### src/rtl/n3_zskip.sv
// Zero-skipping brick packer: drops all-zero words except at brick ends, tags each
// kept word with its in-brick offset and end-of-brick flag, and buffers it in a show-ahead FIFO.
module n3_zskip #(
  parameter int N         = 16,
  parameter int OFFSET_SZ = 4,
  parameter int BRICK_LEN = 16,
  parameter int DEPTH     = 4,
  parameter int CNT_SZ    = 16
) (
  input  logic                 clk,
  input  logic                 rst,
  input  logic                 i_valid,
  output logic                 i_ready,
  input  logic [N-1:0]         i_data,
  input  logic                 i_last,
  input  logic                 i_bypass,
  output logic                 o_valid,
  input  logic                 o_ready,
  output logic [N-1:0]         o_data,
  output logic [OFFSET_SZ-1:0] o_offset,
  output logic                 o_last,
  output logic [CNT_SZ-1:0]    o_skipped
);
  localparam int AW = $clog2(DEPTH);
  localparam int EW = N + OFFSET_SZ + 1;
  localparam logic [OFFSET_SZ-1:0] LAST_POS  = OFFSET_SZ'(BRICK_LEN - 1);
  localparam logic [AW:0]          DEPTH_CNT = (AW+1)'(DEPTH);

  logic [OFFSET_SZ-1:0] pos_q, pos_d;
  logic [AW-1:0]        wptr_q, wptr_d, rptr_q, rptr_d;
  logic [AW:0]          cnt_q, cnt_d;
  logic [CNT_SZ-1:0]    skipped_q, skipped_d;
  logic [EW-1:0]        mem_q [DEPTH];

  logic          full, empty, accept, brick_end, push, pop;
  logic [EW-1:0] wr_entry, head;

  // Handshake and push decision
  always_comb begin
    full      = (cnt_q == DEPTH_CNT);
    empty     = (cnt_q == '0);
    i_ready   = rst & ~full;
    o_valid   = rst & ~empty;
    accept    = i_valid & i_ready;
    brick_end = (pos_q == LAST_POS) | i_last;
    // a brick end is always kept so every brick carries exactly one o_last entry
    push      = accept & ((|i_data) | i_bypass | brick_end);
    pop       = o_valid & o_ready;
    wr_entry  = {i_data, pos_q, brick_end};
  end

  // Next-state
  always_comb begin
    pos_d = pos_q;
    if (accept) pos_d = brick_end ? '0 : pos_q + 1'b1;
    wptr_d = push ? wptr_q + 1'b1 : wptr_q;
    rptr_d = pop  ? rptr_q + 1'b1 : rptr_q;
    case ({push, pop})
      2'b10:   cnt_d = cnt_q + 1'b1;
      2'b01:   cnt_d = cnt_q - 1'b1;
      default: cnt_d = cnt_q;
    endcase
    skipped_d = skipped_q;
    if (accept && !push && !(&skipped_q)) skipped_d = skipped_q + 1'b1;
  end

  always_ff @(posedge clk) begin
    if (!rst) begin
      pos_q     <= '0;
      wptr_q    <= '0;
      rptr_q    <= '0;
      cnt_q     <= '0;
      skipped_q <= '0;
    end else begin
      pos_q     <= pos_d;
      wptr_q    <= wptr_d;
      rptr_q    <= rptr_d;
      cnt_q     <= cnt_d;
      skipped_q <= skipped_d;
    end
  end

  // Storage is not reset; outputs are masked while empty
  always_ff @(posedge clk) begin
    if (push) mem_q[wptr_q] <= wr_entry;
  end

  always_comb begin
    head      = mem_q[rptr_q];
    o_data    = o_valid ? head[EW-1 -: N]      : '0;
    o_offset  = o_valid ? head[OFFSET_SZ:1]    : '0;
    o_last    = o_valid ? head[0]              : 1'b0;
    o_skipped = skipped_q;
  end
endmodule

### config.mk
export PLATFORM = sky130hd
export DESIGN_NAME = n3_zskip
export DESIGN_NICKNAME = d
export VERILOG_FILES = /design/src/rtl/n3_zskip.sv
export SDC_FILE = /design/constraint.sdc
export NUM_CORES = 1
export LEC_CHECK = 0
export ABC_AREA = 1
export CORE_MARGIN = 4
export CORE_UTILIZATION = 55
export DETAILED_ROUTE_END_ITERATION = 10
export PLACE_DENSITY = 0.83
export SYNTH_ARGS = -nofsm -noshare
export SYNTH_HDL_FRONTEND = slang
export SYNTH_SLANG_ARGS = --single-unit
### constraint.sdc
create_clock -name clk -period 3.4 [get_ports clk]
set_input_delay 0.51 -clock clk [delete_from_list [all_inputs] [get_ports clk]]
set_output_delay 0.51 -clock clk [all_outputs]
set_load 0.05 [all_outputs]
### Word level (Yosys, flattened, before mapping)

Memory sizes are Yosys's and may differ from the RTL's. A register that Yosys moved wholly into a read port is not among the register bits.
Index checks and enable logic that the tools add are counted.

| word-level totals | value |
|---|---|
| flip-flop bits (word level) | 27 |
| bits in writable memories | 84 |
| output and inout bits | 39 |
| memories kept | 1 |

Memories:

| name | depth | width | read ports | clocked after Yosys merged registers in | wr ports | RTL line | text |
|---|---|---|---|---|---|---|---|
| mem_q | 4 | 21 | 1 | 1 | 1 | 33 | `logic [EW-1:0] mem_q [DEPTH];` |

| operators by class | value |
|---|---|
| add/sub/neg operators | 6 |
| equal/unequal tests | 4 |
| multiplexer cells | 9 |
| bitwise gates (word level) | 10 |
| reductions and logical operators | 8 |

Operators with widths:

| cell | count |
|---|---|
| adder 16 x 1 -> 16 bit, second input constant | 1 |
| two-way mux 16 bit | 1 |
| AND reduction 16 bit | 1 |
| OR reduction 16 bit | 1 |
| two-way mux 4 bit | 2 |
| case mux 3 bit (2 select lines) | 1 |
| bitwise AND 1 bit | 5 |
| adder 2 x 1 -> 2 bit, second input constant | 2 |
| adder 4 x 1 -> 4 bit, second input constant | 1 |
| equality test 4 bit, second input constant | 1 |
| two-way mux 2 bit | 2 |
| adder 3 x 1 -> 3 bit, second input constant | 1 |
| equality test 3 bit, second input constant | 1 |
| logical NOT 3 bit | 1 |
| two-way mux 1 bit | 3 |
| OR 1 bit | 3 |
| subtractor 3 x 1 -> 3 bit, second input constant | 1 |
| equality test 2 x 1 -> 1 bit, second input constant | 1 |
| equality test 2 bit, second input constant | 1 |
| logical AND 1 bit | 2 |
| logical NOT 1 bit | 2 |
| NOT 1 bit | 2 |
| nonzero test 2 bit | 1 |

### Logic depth before layout (Yosys ltp)

| depth | value |
|---|---|
| depth after elaboration | 8 |
| mapped depth | 14 |
| depth with buffers taken out | 14 |

### Least setup slack after synthesis

No wires, ideal clock.

| path | value |
|---|---|
| kind | in2reg |
| start | input rst |
| end | memory mem_q[0][0] (netlist name) (enable) |
| library setup time | 399 ps |
| data arrival time | 2213 ps |
| required time | 3001 ps |
| path slack | 789 ps |
| stages on the path | 6 |
| path buffers | 0 |
| cells stage by stage | nand2_1 > inv_2 > nand2_1 > inv_2 > nand2_1 > nor2_1 |

| between the ends | value |
|---|---|
| cells in the longest elaborated chain, start to end | 5 |

RTL lines:

| element | RTL line | text |
|---|---|---|
| start: declaration | 11 | `input logic rst,` |
| bitwise AND 1 bit | 42 | `i_ready = rst & ~full;` |
| named net i_ready | 13 | `output logic i_ready,` |
| bitwise AND 1 bit | 44 | `accept = i_valid & i_ready;` |
| bitwise AND 1 bit | 47 | `push = accept & ((\|i_data) \| i_bypass \| brick_end);` |
| two-way mux 1 bit | 85 | `if (push) mem_q[wptr_q] <= wr_entry;` |
| two-way mux 1 bit (implied by the code) | 85 |  |
| end: declaration | 33 |  |

The timed path passes the listed nets, and every way through them passes these cells.

==> reports/metrics.cfg <==
[status]
status=finished clean

[pwr]
max-vdd-ir-drop_uv=298.3
cellLeakagePower_nw=2.301
cellPowerDensity_nw_per_um2=577.0

[cts]
clock-sinks=113
tritoncts=yes
clkLatencyLatePin_ps=520
numCtsBuffers=17
h-tree-depth=4
cts_resized=0
cts.clk_slew.worst_paths_ps=60
root_buffer=clkbuf_8
max-clock-path-buffers=2
ctsHoldBuffers=0
postCtsSetupRepairBufs=0

[logic_synthesis]
synth_common_cells=nor2_1, edfxtp_1, nand2_1
ys.flop_type=edfxtp_1
synth-seq-cells=113
synth.cell_area_um2=4946
yosysTopAreaCellShare_pct=51.00
yosysWarningCount=0
syn_inst=502
synthTopCellsByArea=edfxtp_1, dfxtp_1, nor2_1, a21oi_1, nand2_1
synth.most_common_cell=nor2_1
yosysSeqAreaShare_pct=62.74
synthArstFlopShare_pct=0
yosys.cell_types.count=30
syn_area_per_cell_um2=9.853
yosysTopAreaCell=edfxtp_1
synth_nets=532
synth_edf_count=84

[timing]
setup_tns_ps=0
fin_crit_ps=2905
fmax_mhz=344.2
fin_skew_ps=7.605
finalHoldViolCount=0
fin_crit_sh_pct=85.44
relSlewSlack_pct=47.42
worst_slew_pin_slew_ps=787.9
final-setup-viol-count=0
rsz0062_at_grt=no
drv_slew=0

[setup_path]
crit_chain=buf_4, inv_1, nor2_1, o21ai_0, a21oi_1, buf_12
crit_type=register to primary output
critPathTopFamily=buffers and inverters
crit_slowest_cell=inv_1
r2r-start=pos_q[0]$_SDFFE_PN0P_
critPathCaptureType=primary output
r2r_slack_ps=600
path_buf_inv=3
cp.arrival_ps=2400
cp_slowest_stage_delay_ps=430
required_ps=2890
worst-r2r-cell-count=13
cp_max_fo=22
reg2reg_to=cnt_q[2]$_SDFFE_PN0P_
cp-start-kind=register

[detailed_routing]
viasPerCell=5.671
drtPass1Iterations=5
post-route-drc-count=0
drt_wl_total_mm=11.60
drtIter0Drc=255
drtAntennaViolNets=0
wl_per_cell_um=16.82
vias=3913

[finish]
area_growth_pct=30.99
insertedDiodeCount=0
final_area_um2=6479
final_nets=599
layout-drive-gt1-share_pct=12.71
fillCellCount=565

[grt]
grt_overflow=0
grt_pass1_vias=3809
grt_max_degree=44
grt_use_total_pct=22.88
antenna_found_initial=0
grt_pass1_wl_mm=18.18

[hold_path]
hold_class=register to register
holdPathStages=2
worstHoldStart=rptr_q[1]$_SDFFE_PN0P_
whs_endpoint=rptr_q[1]$_SDFFE_PN0P_

[floorplan]
die_area_um2=10570
io_pins=61
start_util_pct=56.71
die_y_um=102.8
rows=34
coreArea_um2=8721
die_x_um=102.8

[place]
globalplace.congestion=0.8624
dpl_cell_area_um2=5858
portBuffers=60
dp_hpwl_mm=6.722

[flow_run]
cap_violations=0

sequential cells by signal (all words and copies together), names as in the netlist, named ones only:
register	flops
mem_q	84
o_skipped	16
pos_q	4
cnt_q	3
rptr_q	2
wptr_q	2
power by group:
group | total [mW] | switching [mW] | internal (mW)
Clock | 1.84 | 0.640 | 1.20
Sequential | 1.53 | 0.0133 | 1.52
Combinational | 0.373 | 0.231 | 0.142
Total | 3.74 | 0.885 | 2.85
metal layers:
metal  GRT usage, %  routed length (um)  vias to the layer above
li1               -                   -                     1849
met1          26.53                4598                     1880
met2          40.42                6084                      164
met3          6.157                 724                       20
met4          8.964                 197                        0
met5              0                   0                        -
stage by stage:
stage	utilization [%]	total power, mW	setup WS [ps]	std cells	hold WS, ps
final	74.29	3.738	495.0	690	474.4
after global routing	74.29	3.846	322.7	690	504.8
after CTS	74.29	3.751	456.2	690	476.9
after detailed placement	67.17	1.927	285.0	658	458.6
after global placement	67.17	1.914	407.4	658	447.3
after floorplan	-	1.753	788.6	502	435.6
cells by family after synthesis:
group                    Yosys count  share of synthesized area [%]
AO/OA/AOI/OAI                    100                          10.50
AND/OR/NAND/NOR                  222                          18.97
flip-flops                       113                          62.74
XOR/XNOR                           8                          1.417
adder cells (fa/ha/maj)            8                          2.175
buffers and inverters             51                          4.199
worst reg2reg max path, delay by kind of cell (launching register included):
family                     cells  cell delay, ps
buffers and inverters          1              70
adders and majority gates      3             840
DFF                            1             370
AOI/OAI and AO/OA              4             510
and+or+nand+nor                5             920
worst max-delay path by stage:
stage	from	to	cells past startpoint
6_report	register	o_last	6
3_3_place_gp	i_data[0]	cnt_q[2]$_SDFFE_PN0P_	12
4_1_cts	register	o_last	6
2_1_floorplan	rst	mem_q[0][0]$_DFFE_PP_	6
5_1_grt	register	o_last	6
3_5_place_dp	i_data[1]	cnt_q[2]$_SDFFE_PN0P_	12
layout make-up:
class                           count  area [um^2]  share of cell area, %
Clock inverter                     15        206.4                  3.187
Inverter                           31        116.4                  1.796
Sequential cell                   113         3103                  47.90
Timing Repair Buffer               68        868.3                  13.40
Multi-Input combinational cell    338         1635                  25.24
Clock buffer                       17        414.1                  6.392
Tap cell                          108        135.1                  2.086
cells in the final DEF, fill, tap and decap left out, types with 5 or more instances in the layout:
cell type        count
o21ai_0             44
clkbuf_16           16
dfxtp_1             29
nand4_1              5
buf_4                9
edfxtp_1            84
nor2_1             119
nand3_1             28
xor2_1               5
nand2_1             60
a21oi_1             45
inv_2                5
buf_12              21
clkdlybuf4s50_1     38
inv_1               25
ha_1                 7
o21ai_1              5
Power figures use the tool's default switching activity.
==> RTL change: new RTL, same settings <==
Reset style: asynchronous (`rst`), changed in one clocked block.
--- a/src/rtl/n3_zskip.sv
+++ b/src/rtl/n3_zskip.sv
@@ -64,7 +64,7 @@
     if (accept && !push && !(&skipped_q)) skipped_d = skipped_q + 1'b1;
   end
 
-  always_ff @(posedge clk) begin
+  always_ff @(posedge clk or negedge rst) begin
     if (!rst) begin
       pos_q     <= '0;
       wptr_q    <= '0;
Function: differs if rst is asserted again (counterexample within 4 cycles, from zero or initial values and one cycle with rst low); with rst held inactive, the same outputs for 4 cycles.
==> RTL change against the unedited design <==
  * Routed wire length fell by 2.5%
  * Worst hold slack improved by 0.020 ns
  * Count of clock-buffer cells in the layout fell by 8
  * Worst setup slack better by 0.066 ns
  * Critical path depth is the same
  * Cell area fell by 5.1%
  * Global-route usage about the same
  * Sequential cell count down 2
  * Area after synthesis increased by 1.2%
Power is not compared: it rests on default switching activity, and its combinational part moved more than twofold at a synthesized area within 25%.
==> RTL change: results (changes against the unedited design) <==
status complete, no violations (unchanged); routed len/inst 17.11 um (was 16.82 um); initial antenna violation count 0 (unchanged); Max-Cap Viols 0 (unchanged); worst vdd ir 0.0003705 V; Synth top cells by count nor2_1 (113), edfxtp_1 (84), nand2_1 (79) (was nor2_1 (119), edfxtp_1 (84), nand2_1 (60)); Diodes inserted 0 (unchanged); Top reg by flops mem_q (unchanged); root buffer cell clkbuf_8 (unchanged); crit path DAT 2.33 ns (was 2.40 ns); syn nets 516 (was 532); Worst Reg2Reg Path Length in Cells 12 (was 13); FILL cells 634 (was 565); endpoint of the worst hold path cnt_q[1]$_DFFE_PN0P_ (was rptr_q[1]$_SDFFE_PN0P_); R2R Setup Slk 0.66 ns (was 0.60 ns); Synth async-reset ratio 0.2432 (was 0); hold path startpoint cnt_q[1]$_DFFE_PN0P_ (was rptr_q[1]$_SDFFE_PN0P_); Post-CTS Setup Inserts 0 (unchanged); worst-case clock buffer depth 2 (unchanged); DR iter-0 viols 178 (was 255); detailed placement HPWL 7.133 mm (was 6.722 mm); Syn Area/Cell 10.30 um2 (was 9.853 um2); CTS resizes 0 (unchanged); count of different cell masters after synthesis 30 (unchanged); H-tree levels 3 (was 4); largest net degree at the start of global routing 43 (was 44); worst hold stages 2 (unchanged); max FFs per register 84 (unchanged); Final Wtd Congestion 0.8734 (was 0.8624); Remaining Overflow, GRT 0 (unchanged); routed wire length 11.31 mm (was 11.60 mm); vias in the first global route 3793 (was 3809); number of port buffers 60 (unchanged); sequential fraction of the synthesis area 0.6390 (was 0.6274); worst skew pair latency 0.38 ns (was 0.52 ns); Reg2Reg Launch Point pos_q[0]$_DFFE_PN0P_ (was pos_q[0]$_SDFFE_PN0P_); Initial DRT Pass Iterations 5 (unchanged); first-pass GRT wire length 18.53 mm (was 18.18 mm); Worst slew margin 0.3952 (was 0.4742); Primary FF master, synth edfxtp_1 (unchanged); All-Layer GR Usage 0.2283 (was 0.2288); DR vias/cell 5.534 (was 5.671); Leak 2.391 nW; critical-path maximum fanout 32 (was 22); Hold WC Path Type register to register (unchanged); NumNets Final 578 (was 599); number of synthesized flops with an enable pin 84 (unchanged); total CTS buffers 9 (was 17); critical path launch point rptr_q[0]$_DFFE_PN0P_; cell count after placement 645 (was 658); ratio of cells with drive above 1 in the final layout 0.1121 (was 0.1271); Yosys warning count 0 (unchanged); top area cells in the synthesized netlist edfxtp_1 (50%), dfrtp_1 (14%), nor2_1 (8.5%), nand2_1 (5.9%), o21ai_0 (4.4%) (was edfxtp_1 (51%), dfxtp_1 (12%), nor2_1 (9.0%), a21oi_1 (4.6%), nand2_1 (4.6%)); residual DRC count 0 (unchanged); Clock Pin Slew Worst Setup and Hold Paths 0.09 ns (was 0.06 ns); reg2reg end cnt_q[2]$_DFFE_PN0P_ (was cnt_q[2]$_SDFFE_PN0P_); clock skew 0.02033 ns (was 0.007605 ns)
[RTL change: changes by cell type after synthesis, moves of 3 or more]
cell	change
nor2_1	-6
dfrtp_1	+27
a21oi_1	-21
clkbuf_1	-5
inv_2	-4
nand2_1	+19
buf_2	+4
a21oi_2	-3
xnor2_1	+3
xor2_1	+3
dfxtp_1	-29
[RTL change: power breakdown]
part | internal (mW) | switching [mW] | total, mW
clock | 0.283 | 0.474 | 0.757
combinational | 0.748 | 1.20 | 1.95
sequential | 1.65 | 0.107 | 1.76
total | 2.68 | 1.79 | 4.46
[RTL change: worst max path at each step]
stage,depth (start not counted),slack (ns),endpoint
final,6,0.56,o_last
after global routing,6,0.43,o_last
after CTS,6,0.56,o_last
after detailed placement,12,0.44,cnt_q[2]$_DFFE_PN0P_
after global placement,11,0.50,cnt_q[2]$_DFFE_PN0P_
after floorplan,7,0.95,mem_q[0][0]$_DFFE_PP_
[RTL change: final cells by class]
cell class	instances	area [um2]	area share
clock buffer	9	123.9	0.02014
clock inverter	7	62.56	0.01017
inverter	28	105.1	0.01709
multi-input combinational	329	1627	0.2645
sequential	111	3198	0.5200
tap	108	135.1	0.02197
timing repair buffer	69	898.4	0.1461
[RTL change: logic make-up (layout without fill, tap and decap cells)]
kind of cell / count (synthesis) / after routing / share of synthesized area
AOI/OAI and AO/OA: 73 / 73 / 0.07400
xor gates and xnor gates: 14 / 14 / 0.02450
adders and majority gates: 8 / 8 / 0.02150
buffers and inverters: 46 / 113 / 0.03800
DFF: 111 / 111 / 0.6390
and+or+nand+nor: 234 / 234 / 0.2030
[RTL change: layer usage]
metal,GRT usage,routed length [um],up-vias
met3,0.06170,760,26
met4,0.07769,230,0
met1,0.2739,4603,1738
met5,0,0,-
li1,-,-,1756
met2,0.3980,5717,138
[RTL change: through the flow]
step / total power [mW] / hold WS (ns) / area, um2 / worst slack (ns)
2_1_floorplan: 2.895 / 0.2144 / 5005 / 0.9464
3_3_place_gp: 3.653 / 0.4630 / 5963 / 0.4969
3_5_place_dp: 3.729 / 0.4736 / 5963 / 0.4368
4_1_cts: 4.487 / 0.4954 / 6150 / 0.5639
5_1_grt: 4.719 / 0.5270 / 6150 / 0.4323
6_report: 4.465 / 0.4942 / 6150 / 0.5613
[RTL change: critical path: stages (launching register included)]
cell and delay [ns]:
dfrtp_1 0.65, buf_4 0.43, nor2_1 0.11, nor2_1 0.11
o21ai_0 0.14, a21oi_1 0.33, buf_12 0.18
